===== config.mk =====
export PLATFORM = sky130hd
export DESIGN_NAME = ctrl_seq
export DESIGN_NICKNAME = d
export VERILOG_FILES = /design/src/rtl/ctrl_seq.sv
export SDC_FILE = /design/constraint.sdc
export NUM_CORES = 1
export LEC_CHECK = 0
export ABC_AREA = 0
export BUFFER_PORTS_ARGS = -buffer_cell sky130_fd_sc_hd__buf_2
export CAP_MARGIN = 20
export CORE_UTILIZATION = 35
export DETAILED_ROUTE_END_ITERATION = 8
export HOLD_SLACK_MARGIN = 0.1
export SYNTH_ARGS = -nofsm -noshare
export SYNTH_HDL_FRONTEND = slang
export SYNTH_SLANG_ARGS = --single-unit

===== constraint.sdc =====
create_clock -name clk_i -period 1.8 [get_ports clk_i]
set_clock_uncertainty 0.1 [all_clocks]
set_input_delay 0.27 -clock clk_i [delete_from_list [all_inputs] [get_ports clk_i]]
set_output_delay 0.27 -clock clk_i [all_outputs]
set_load 0.005 [all_outputs]

===== src/rtl/ctrl_seq.sv =====
// Multi-cycle FETCH/DECODE/EXEC/WB control sequencer for the 8-bit core.
// Optional retired-instruction counter enabled by defining CTRL_SEQ_PERF_EN.
module ctrl_seq #(
    parameter int unsigned ALU_OP_W = 3,
    parameter int unsigned PERF_W   = 16
) (
    input  logic                clk_i,
    input  logic                rst_ni,
    input  logic                run_i,
    output logic                imem_req_o,
    input  logic                imem_valid_i,
    input  logic [5:0]          opcode_i,
    input  logic                zero_i,
    output logic                sel_b_o,
    output logic [ALU_OP_W-1:0] alu_op_o,
    output logic                load_a_o,
    output logic                load_b_o,
    output logic                pc_inc_o,
    output logic                pc_load_o,
    output logic                busy_o,
    output logic [PERF_W-1:0]   retired_o
);

    typedef enum logic [2:0] {
        StIdle,
        StFetch,
        StDecode,
        StExec,
        StWb
    } state_e;

    localparam logic [1:0] ClsAluA = 2'b00;
    localparam logic [1:0] ClsAluB = 2'b01;
    localparam logic [1:0] ClsJmp  = 2'b10;

    state_e     r_state, w_state_d;
    // IR holds the immediate bit inverted, so IR[3] is sel_b directly and resets to 0.
    logic [5:0] r_ir, w_ir_d;
    logic       r_z, w_z_d;
    // Strobe vector: {load_a, load_b, pc_inc, pc_load}
    logic [3:0] r_strb, w_strb_d;

    always_ff @(posedge clk_i or negedge rst_ni) begin
        if (!rst_ni) begin
            r_state <= StIdle;
            r_ir    <= '0;
            r_z     <= 1'b0;
            r_strb  <= '0;
        end else begin
            r_state <= w_state_d;
            r_ir    <= w_ir_d;
            r_z     <= w_z_d;
            r_strb  <= w_strb_d;
        end
    end

    always_comb begin
        w_state_d = r_state;
        w_ir_d    = r_ir;
        w_z_d     = r_z;
        w_strb_d  = 4'b0000;
        case (r_state)
            StIdle: begin
                if (run_i) w_state_d = StFetch;
            end
            StFetch: begin
                if (imem_valid_i) begin
                    w_state_d = StDecode;
                    w_ir_d    = {opcode_i[5:4], ~opcode_i[3], opcode_i[2:0]};
                end
            end
            StDecode: begin
                w_z_d     = zero_i;
                w_state_d = StExec;
            end
            StExec: begin
                w_state_d = StWb;
                case (r_ir[5:4])
                    ClsAluA: w_strb_d = 4'b1010;
                    ClsAluB: w_strb_d = 4'b0110;
                    ClsJmp:  w_strb_d = 4'b0001;
                    default: w_strb_d = r_z ? 4'b0001 : 4'b0010;
                endcase
            end
            StWb: begin
                w_state_d = run_i ? StFetch : StIdle;
            end
            default: w_state_d = StIdle;
        endcase
    end

    assign imem_req_o = (r_state == StFetch);
    assign busy_o     = (r_state != StIdle);
    assign sel_b_o    = r_ir[3];
    assign alu_op_o   = ALU_OP_W'(r_ir[2:0]);
    assign {load_a_o, load_b_o, pc_inc_o, pc_load_o} = r_strb;

`ifdef CTRL_SEQ_PERF_EN
    logic [PERF_W-1:0] r_retired;

    always_ff @(posedge clk_i or negedge rst_ni) begin
        if (!rst_ni) begin
            r_retired <= '0;
        end else if (r_state == StWb) begin
            r_retired <= r_retired + PERF_W'(1);
        end
    end

    assign retired_o = r_retired;
`else
    assign retired_o = '0;
`endif

endmodule


==> results.py, run 1 <==
metrics = {
    "run_status": {
        "status": "finished clean",
    },
    "synthesis": {
        "synth-simple-area-share": 0.151,
        "yosysSeqAreaShare": 0.469,
        "synth_xor_area_frac": 0,
        "synthMuxAreaShare": 0.129,
        "ys_ff_latch": 14,
        "yosysWarningCount": 0,
        "syn_area_sq_um": 747,
        "syn_avg_cell_area_sq_um": 12.2,
        "synth-adder-area-share": 0,
        "synthDistinctLibCells": 19,
        "syn_inst": 61,
        "synth_top_family_by_area": "buffers and inverters",
        "synth_compound_area_frac": 0.0251,
    },
    "critical_path": {
        "crit_required_ns": 1.43,
        "max_stage_delay_ns": 0.49,
        "crit_path_start_kind": "flip-flop",
        "worst-path-max-fanout": 7,
        "critPathCapture": "busy_o",
        "cp_cell_sequence": "or3_2 -> buf_2",
        "timing.rr.start": "r_state[1]$_DFFE_PN0P_",
        "r2r_cells": 3,
        "cp.depth": 2,
        "r2r-end": "r_ir[1]$_DFFE_PN0P_",
        "worstSetupEndpointType": "output port",
        "worstSetupPathType": "reg2out",
        "critPathLaunch": "r_state[2]$_DFFE_PN0P_",
        "r2r_slack_ns": 0.31,
        "crit_family": "simple AND/OR/NAND/NOR gates",
        "cp.arrival_ns": 1.36,
        "crit_buf_inv": 1,
        "crit_slowest_cell": "or3_2",
    },
    "die": {
        "dieArea_sq_mm": 0.00232,
        "rows": 16,
        "fp.dieW_microns": 48.2,
        "core-area_sq_mm": 0.00198,
        "ioPinCount": 37,
        "initial_core_util": 0.377,
        "die_height_microns": 48.2,
    },
    "global_routing": {
        "overflow": 0,
        "first_global_vias": 372,
        "grt_max_degree": 15,
        "grt_pass1_wl_microns": 1570,
        "grtUsageTotal": 0.107,
        "antenna_found_initial": 0,
    },
    "pwr": {
        "p_leak_nw": 0.452,
        "internal_power_uw": 850,
        "p_sw_uw": 363,
        "power_mw": 1.21,
        "p_sw_frac": 0.299,
        "power_density_mw_per_mm2": 1410,
        "pwr-share-comb": 0.362,
        "p_seq_frac": 0.458,
        "p_clk_frac": 0.180,
        "irDropWorstVdd_v": 0.000520,
    },
    "sta": {
        "fin_crit_sh": 0.963,
        "setup_tns_ns": 0,
        "slew_violations": 0,
        "fin_crit_ns": 1.73,
        "whs_ns": 0.126,
        "hold_viol_final": 0,
        "rsz0062_at_grt": "false",
        "fmax_mhz": 577,
        "setup_viol": 0,
    },
    "clock_tree": {
        "clock_latency_ns": 0.27,
        "htreeDepth": 1,
        "cts_sinks": 14,
        "ctsRootBufferMaster": "clkbuf_4",
        "tritoncts": "yes",
        "path_clk_slew_ns": 0.08,
        "cts_buffer_depth": 2,
        "cts_buffers": 3,
        "post_cts_buffers": 0,
    },
    "min_path": {
        "hold_path_class": "in2reg",
    },
    "layout": {
        "layout_common_cells": "20 x buf_2, 16 x conb_1, 13 x dfrtp_1",
        "num-nets-final": 96,
        "final_common_cell": "buf_2",
        "nFillCells": 196,
        "areaGrowthSynthToFinish_pct": 14.9,
        "drive_gt1_frac": 0.417,
        "antennaDiodeCount": 0,
    },
    "placement": {
        "gp_congestion": 0.686,
        "place_hpwl_microns": 783,
        "portBuffers": 20,
    },
    "drt": {
        "drc": 0,
        "wirelength_microns": 1010,
        "drt-initial-drc-count": 3,
        "ant_nets": 0,
        "first_pass_iters": 6,
        "wl_per_cell_microns": 9.12,
        "via_count": 451,
        "drt-vias-per-instance": 4.06,
    },
    "job": {
        "cap_violations": 0,
    },
}
## synthesized netlist by cell type, drive strengths merged
| library cell | n | share of area |
|---|---|---|
| inv | 3 | 0.015 |
| a211o | 1 | 0.012 |
| mux2i | 1 | 0.013 |
| buf | 20 | 0.21 |
| nor3 | 1 | 0.0067 |
| nand2b | 2 | 0.017 |
| nand3b | 2 | 0.020 |
| mux2 | 6 | 0.12 |
| nor2 | 1 | 0.0050 |
| nor3b | 4 | 0.047 |
| nor4b | 1 | 0.012 |
| or3 | 1 | 0.010 |
| conb | 1 | 0.0050 |
| nor4bb | 1 | 0.033 |
| dfrtp | 14 | 0.47 |
| a21oi | 2 | 0.013 |
## metal layers
layer / vias to the layer above / wire length (microns) / GRT usage
met3: 2 / 62 / 0.0333
li1: 216 / - / -
met2: 21 / 463 / 0.163
met4: 0 / 19 / 0.100
met5: - / 0 / 0
met1: 212 / 467 / 0.116
## worst reg2reg max path, cell delays in order, from the launching register on
cell	delay, ns
dfrtp_1	0.48
nor4bb_4	0.29
buf_4	0.21
mux2_4	0.31
## power by group through the flow
stage               Combinational [mW]  Sequential (mW)  Clock [mW]
detailed placement               0.441            0.562           0
finish                           0.439            0.556       0.218
global placement                 0.432            0.558           0
global route                     0.493            0.582       0.246
CTS                              0.446            0.558       0.225
floorplan                        0.387            0.541           0
## metrics by stage
stage	utilization	std cells	area, sq um	setup WS, ns
global placement	0.399	104	791	0.336
global route	0.433	111	858	0.0223
finish	0.433	111	858	0.0662
CTS	0.432	111	857	0.0235
floorplan	-	76	803	0.390
detailed placement	0.399	104	791	0.302
## flip-flops by register name, summed over array words and instances, names as in the netlist
name     cells
r_strb       4
r_z          1
r_state      3
r_ir         6
## cell type report
class / count / area, sq um / area share
Inverter: 3 / 11.3 / 0.0131
Clock buffer: 4 / 36.3 / 0.0423
Timing Repair Buffer: 24 / 138 / 0.160
Sequential cell: 14 / 352 / 0.410
Multi-Input combinational cell: 39 / 288 / 0.335
Tap cell: 27 / 33.8 / 0.0394
## logic make-up (layout without fill, tap and decap cells)
family,count (synthesis),in the layout
flip-flops,14,14
other,1,16
AND/OR/NAND/NOR,13,13
multiplexers,7,7
buffers and inverters,23,31
AO/OA/AOI/OAI,3,3
## what timing repair did
item	CTS	global route
setup endpoints to repair	0	1
hold endpoints to repair	16	0
gates resized for setup	0	1
hold buffers	3	0
## worst min-delay path by stage
stage | slack, ns | cells after the start | startpoint | to
global placement | 0.08 | 1 | rst_ni | r_ir[1]$_DFFE_PN0P_
floorplan | -0.13 | 0 | rst_ni | r_ir[0]$_DFFE_PN0P_
CTS | 0.12 | 2 | opcode_i[0] | r_ir[0]$_DFFE_PN0P_
global route | 0.11 | 2 | opcode_i[0] | r_ir[0]$_DFFE_PN0P_
finish | 0.13 | 2 | zero_i | r_z$_DFFE_PN0P_
detailed placement | 0.08 | 1 | rst_ni | r_ir[1]$_DFFE_PN0P_
Note: power is estimated with default switching activity, not from simulation.
==> run 2: changes to the inputs <==
==> constraint.sdc (replaced) <==
create_clock -name clk_i -period 1.74 [get_ports clk_i]
set_clock_uncertainty 0.1 [all_clocks]
set_input_delay 0.261 -clock clk_i [delete_from_list [all_inputs] [get_ports clk_i]]
set_output_delay 0.261 -clock clk_i [all_outputs]
set_load 0.005 [all_outputs]
==> results.py, run 2 (synthesized netlist as in run 1, its figures left out) <==
metrics = {
    "die": {
        "initial_core_util": 0.377,
        "dieArea_sq_mm": 0.00232,
        "rows": 16,
        "die_height_microns": 48.2,
        "core-area_sq_mm": 0.00198,
        "ioPinCount": 37,
        "fp.dieW_microns": 48.2,
    },
    "pwr": {
        "irDropWorstVdd_v": 0.000566,
        "p_leak_nw": 0.455,
        "power_density_mw_per_mm2": 1460,
    },
    "global_routing": {
        "grt_use_met3": 0.0333,
        "first_global_vias": 388,
        "use_met1": 0.114,
        "grt_pass1_wl_microns": 1590,
        "overflow": 0,
        "top_usage_layer": "met2",
        "grtUsageTotal": 0.109,
        "grt_max_degree": 15,
        "met2_usage": 0.173,
        "antenna_found_initial": 0,
    },
    "critical_path": {
        "crit_path_start_kind": "flip-flop",
        "r2r_slack_ns": 0.18,
        "critPathCapture": "busy_o",
        "worstSetupPathType": "reg2out",
        "cp.arrival_ns": 1.33,
        "timing.rr.start": "r_state[2]$_DFFE_PN0P_",
        "crit_slowest_cell": "dfrtp_2",
        "max_stage_delay_ns": 0.46,
        "critPathLaunch": "r_state[0]$_DFFE_PN0P_",
        "r2r-end": "r_ir[1]$_DFFE_PN0P_",
        "cp_cell_sequence": "or3_2 -> buf_2",
        "r2r_cells": 4,
        "crit_required_ns": 1.38,
        "worst-path-max-fanout": 9,
        "cp.depth": 2,
        "crit_family": "flip-flops",
        "worstSetupEndpointType": "output port",
        "crit_buf_inv": 1,
    },
    "layout": {
        "largest_reg_flops": 6,
        "instances_no_fill": 112,
        "reg_top3": "r_ir: 6 flops, r_strb: 4 flops, r_state: 3 flops",
        "layout_common_cells": "20 x buf_2, 16 x conb_1, 11 x dfrtp_1",
        "drive_gt1_frac": 0.447,
        "antennaDiodeCount": 0,
        "regMostFlops": "r_ir",
        "num-nets-final": 97,
        "final_common_cell": "buf_2",
        "areaGrowthSynthToFinish_pct": 16.2,
        "utilization": 0.438,
    },
    "clock_tree": {
        "htreeDepth": 1,
        "tritoncts": "yes",
        "ctsRootBufferMaster": "clkbuf_4",
        "path_clk_slew_ns": 0.08,
        "cts_buffers": 3,
        "cts_sinks": 14,
        "cts_buffer_depth": 2,
        "clock_latency_ns": 0.27,
    },
    "drt": {
        "wirelength_microns": 1040,
        "ant_nets": 0,
        "drt-vias-per-instance": 4.13,
        "drc": 0,
        "drt-initial-drc-count": 2,
        "first_pass_iters": 6,
        "via_count": 463,
        "wl_per_cell_microns": 9.24,
    },
    "placement": {
        "dp_cells": 104,
        "place_hpwl_microns": 783,
        "gp_congestion": 0.686,
        "portBuffers": 20,
    },
    "sta": {
        "setup_tns_ns": 0,
        "fin_crit_ns": 1.69,
        "fmax_mhz": 591,
        "fin_crit_sh": 0.972,
        "slew_violations": 0,
        "hold_viol_final": 0,
        "setup_viol": 0,
        "rsz0062_at_grt": "false",
    },
    "min_path": {
        "hold_path_class": "in2reg",
    },
    "job": {
        "cap_violations": 0,
    },
    "run_status": {
        "status": "finished clean",
    },
}
==> run 2: changes by cell type in the layout (fill, tap and decap cells not counted) <==
cell     change
dfrtp_1      -2
dfrtp_2      +2
buf_4        +1
==> run 2: layer usage <==
metal,vias to the layer above,routed length [microns]
met3,2,62
met1,223,467
met2,21,485
li1,217,-
met4,0,19
met5,-,0
==> run 2: cell type report <==
type                       count  area [sq um]
fill                         195          1110
multi-input combinational     39           288
sequential                    14           354
timing repair buffer          25           145
inverter                       3          11.3
clock buffer                   4          36.3
tap                           27          33.8
==> run 2: what timing repair did <==
| action | CTS | global route |
|---|---|---|
| endpoints found under the setup margin | 1 | 1 |
| gates resized for setup | 1 | 2 |
| cloned | 0 | 0 |
| hold buffers | 3 | 0 |
| buffers inserted | 1 | 0 |
| endpoints found under the hold margin | 16 | 0 |
==> run 2: through the flow <==
step           hold slack (ns)  power (mW)  worst slack (ns)  cell area (sq um)
2_1_floorplan           -0.135       0.959             0.330                803
3_3_place_gp            0.0694        1.02             0.276                791
3_5_place_dp            0.0707        1.04             0.242                791
4_1_cts                  0.110        1.28           0.00957                866
5_1_grt                  0.103        1.38           0.00218                868
6_report                 0.118        1.27            0.0486                868
==> run 2: power breakdown <==
part	switching, mW	internal (mW)
Sequential	0.109	0.458
Combinational	0.171	0.307
Clock	0.0978	0.127
Total	0.378	0.892
==> run 2: worst min-delay path by stage <==
stage,slack (ns),endpoint,cells after the start,from
after floorplan,-0.13,r_ir[0]$_DFFE_PN0P_,0,rst_ni
after global placement,0.07,r_ir[1]$_DFFE_PN0P_,1,rst_ni
after detailed placement,0.07,r_ir[1]$_DFFE_PN0P_,1,rst_ni
after CTS,0.11,r_ir[0]$_DFFE_PN0P_,2,opcode_i[0]
after global routing,0.10,r_ir[0]$_DFFE_PN0P_,2,opcode_i[0]
final,0.12,r_z$_DFFE_PN0P_,2,zero_i
==> run 3: changes to the inputs <==
--- a/config.mk
+++ b/config.mk
@@ -8,9 +8,13 @@
 export ABC_AREA = 0
 export BUFFER_PORTS_ARGS = -buffer_cell sky130_fd_sc_hd__buf_2
 export CAP_MARGIN = 20
-export CORE_UTILIZATION = 35
+export CELL_PAD_IN_SITES_DETAIL_PLACEMENT = 1
+export CELL_PAD_IN_SITES_GLOBAL_PLACEMENT = 2
+export CORE_MARGIN = 1.5
+export CORE_UTILIZATION = 26
 export DETAILED_ROUTE_END_ITERATION = 8
 export HOLD_SLACK_MARGIN = 0.1
+export PLACE_DENSITY_LB_ADDON = 0.1
 export SYNTH_ARGS = -nofsm -noshare
 export SYNTH_HDL_FRONTEND = slang
 export SYNTH_SLANG_ARGS = --single-unit
==> constraint.sdc (replaced) <==
create_clock -name clk_i -period 1.74 [get_ports clk_i]
set_clock_uncertainty 0.1 [all_clocks]
set_input_delay 0.174 -clock clk_i [delete_from_list [all_inputs] [get_ports clk_i]]
set_output_delay 0.174 -clock clk_i [all_outputs]
set_load 0.005 [all_outputs]
==> results.py, run 3 (synthesized netlist as in run 1, its figures left out) <==
metrics = {
    "die": {
        "ioPinCount": 37,
        "core-area_sq_mm": 0.00273,
        "initial_core_util": 0.273,
        "fp.dieW_microns": 56.6,
        "die_height_microns": 56.6,
        "rows": 19,
        "dieArea_sq_mm": 0.00320,
    },
    "placement": {
        "place_hpwl_microns": 958,
        "dp_cells": 108,
        "gp_congestion": 0.679,
        "portBuffers": 20,
    },
    "layout": {
        "instances_no_fill": 121,
        "layout_common_cells": "20 x buf_2, 16 x conb_1, 14 x dfrtp_1",
        "regMostFlops": "r_ir",
        "largest_reg_flops": 6,
        "areaGrowthSynthToFinish_pct": 22.9,
        "antennaDiodeCount": 0,
        "nFillCells": 308,
        "num-nets-final": 103,
        "final_common_cell": "buf_2",
        "reg_top3": "r_ir: 6 flops, r_strb: 4 flops, r_state: 3 flops",
        "drive_gt1_frac": 0.367,
    },
    "critical_path": {
        "critPathLaunch": "r_state[2]$_DFFE_PN0P_",
        "cp.depth": 2,
        "timing.rr.start": "r_state[2]$_DFFE_PN0P_",
        "crit_family": "simple AND/OR/NAND/NOR gates",
        "crit_required_ns": 1.47,
        "crit_path_start_kind": "flip-flop",
        "worst-path-max-fanout": 7,
        "cp.arrival_ns": 1.39,
        "worstSetupPathType": "reg2out",
        "max_stage_delay_ns": 0.50,
        "worstSetupEndpointType": "output port",
        "cp_cell_sequence": "or3_2 -> buf_2",
        "crit_buf_inv": 1,
        "crit_slowest_cell": "or3_2",
        "r2r_cells": 3,
    },
    "clock_tree": {
        "cts_sinks": 14,
        "clock_latency_ns": 0.27,
        "cts_buffer_depth": 2,
        "tritoncts": "yes",
        "ctsRootBufferMaster": "clkbuf_4",
        "path_clk_slew_ns": 0.08,
        "htreeDepth": 1,
        "cts_buffers": 3,
    },
    "sta": {
        "rsz0062_at_grt": "false",
        "fmax_mhz": 600,
        "setup_viol": 0,
        "slew_violations": 0,
        "hold_viol_final": 0,
        "fin_crit_sh": 0.958,
        "setup_tns_ns": 0,
        "fin_crit_ns": 1.67,
    },
    "global_routing": {
        "overflow": 0,
        "grtUsageTotal": 0.0979,
        "grt_pass1_wl_microns": 2320,
        "grt_max_degree": 15,
        "first_global_vias": 486,
        "antenna_found_initial": 0,
    },
    "drt": {
        "drt-vias-per-instance": 4.07,
        "first_pass_iters": 2,
        "via_count": 493,
        "drc": 0,
        "wl_per_cell_microns": 11.2,
        "ant_nets": 0,
        "drt-initial-drc-count": 5,
        "wirelength_microns": 1360,
    },
    "min_path": {
        "hold_path_class": "in2async",
    },
    "pwr": {
        "irDropWorstVdd_v": 0.000614,
        "power_density_mw_per_mm2": 1340,
        "p_leak_nw": 0.476,
    },
    "run_status": {
        "status": "finished clean",
    },
    "job": {
        "cap_violations": 0,
    },
}
==> run 3: cell count changes in the layout (fill, tap and decap cells not counted) <==
cell	change
dfrtp_2	-3
buf_4	-1
dlygate4sd3_1	+7
clkbuf_8	-1
dfrtp_1	+3
==> run 3: worst paths after layout <==
check / slack (ns) / end
worst max-delay path: 0.07 / busy_o
worst min-delay path: 0.22 / r_ir[2]$_DFFE_PN0P_
worst max register to register: 0.23 / r_ir[1]$_DFFE_PN0P_
worst min register to register: 0.40 / r_strb[3]$_DFF_PN0_
max in group asynchronous: 1.07 / r_state[2]$_DFFE_PN0P_
min in group clk_i: 0.40 / r_strb[3]$_DFF_PN0_
==> run 3: routing by layer <==
| metal | share of wire | track usage | up-vias |
|---|---|---|---|
| li1 | - | - | 226 |
| met1 | 0.46 | 0.128 | 240 |
| met2 | 0.45 | 0.136 | 23 |
| met3 | 0.063 | 0.0207 | 4 |
| met4 | 0.027 | 0.0816 | 0 |
| met5 | 0 | 0 | - |
==> run 3: final cells by class <==
cell class                 count  area [sq um]  share of cell area
timing repair buffer          31           208               0.226
clock buffer                   3          22.5              0.0245
tap                           31          38.8              0.0422
multi-input combinational     39           288               0.313
inverter                       3          11.3              0.0123
sequential                    14           350               0.381
==> run 3: power by group <==
group / leakage, nW / internal, mW / switching [mW]
Combinational: 0.286 / 0.309 / 0.163
Clock: 0.0138 / 0.0802 / 0.0975
Sequential: 0.176 / 0.452 / 0.130
==> run 3: through the flow <==
step | total power, mW | hold slack [ns] | instance area (sq um) | utilization | setup WS (ns)
2_1_floorplan | 0.959 | -0.222 | 803 | - | 0.330
3_3_place_gp | 1.04 | -0.00953 | 796 | 0.291 | 0.250
3_5_place_dp | 1.05 | -0.00476 | 796 | 0.291 | 0.227
4_1_cts | 1.26 | 0.228 | 918 | 0.336 | 0.0530
5_1_grt | 1.35 | 0.252 | 918 | 0.336 | 0.00273
6_report | 1.23 | 0.223 | 918 | 0.336 | 0.0732
==> run 3: timing repair <==
action / CTS / global route
buffers inserted: 0 / 0
resized for setup: 0 / 0
hold endpoints to repair: 23 / 0
hold buffers: 10 / 0
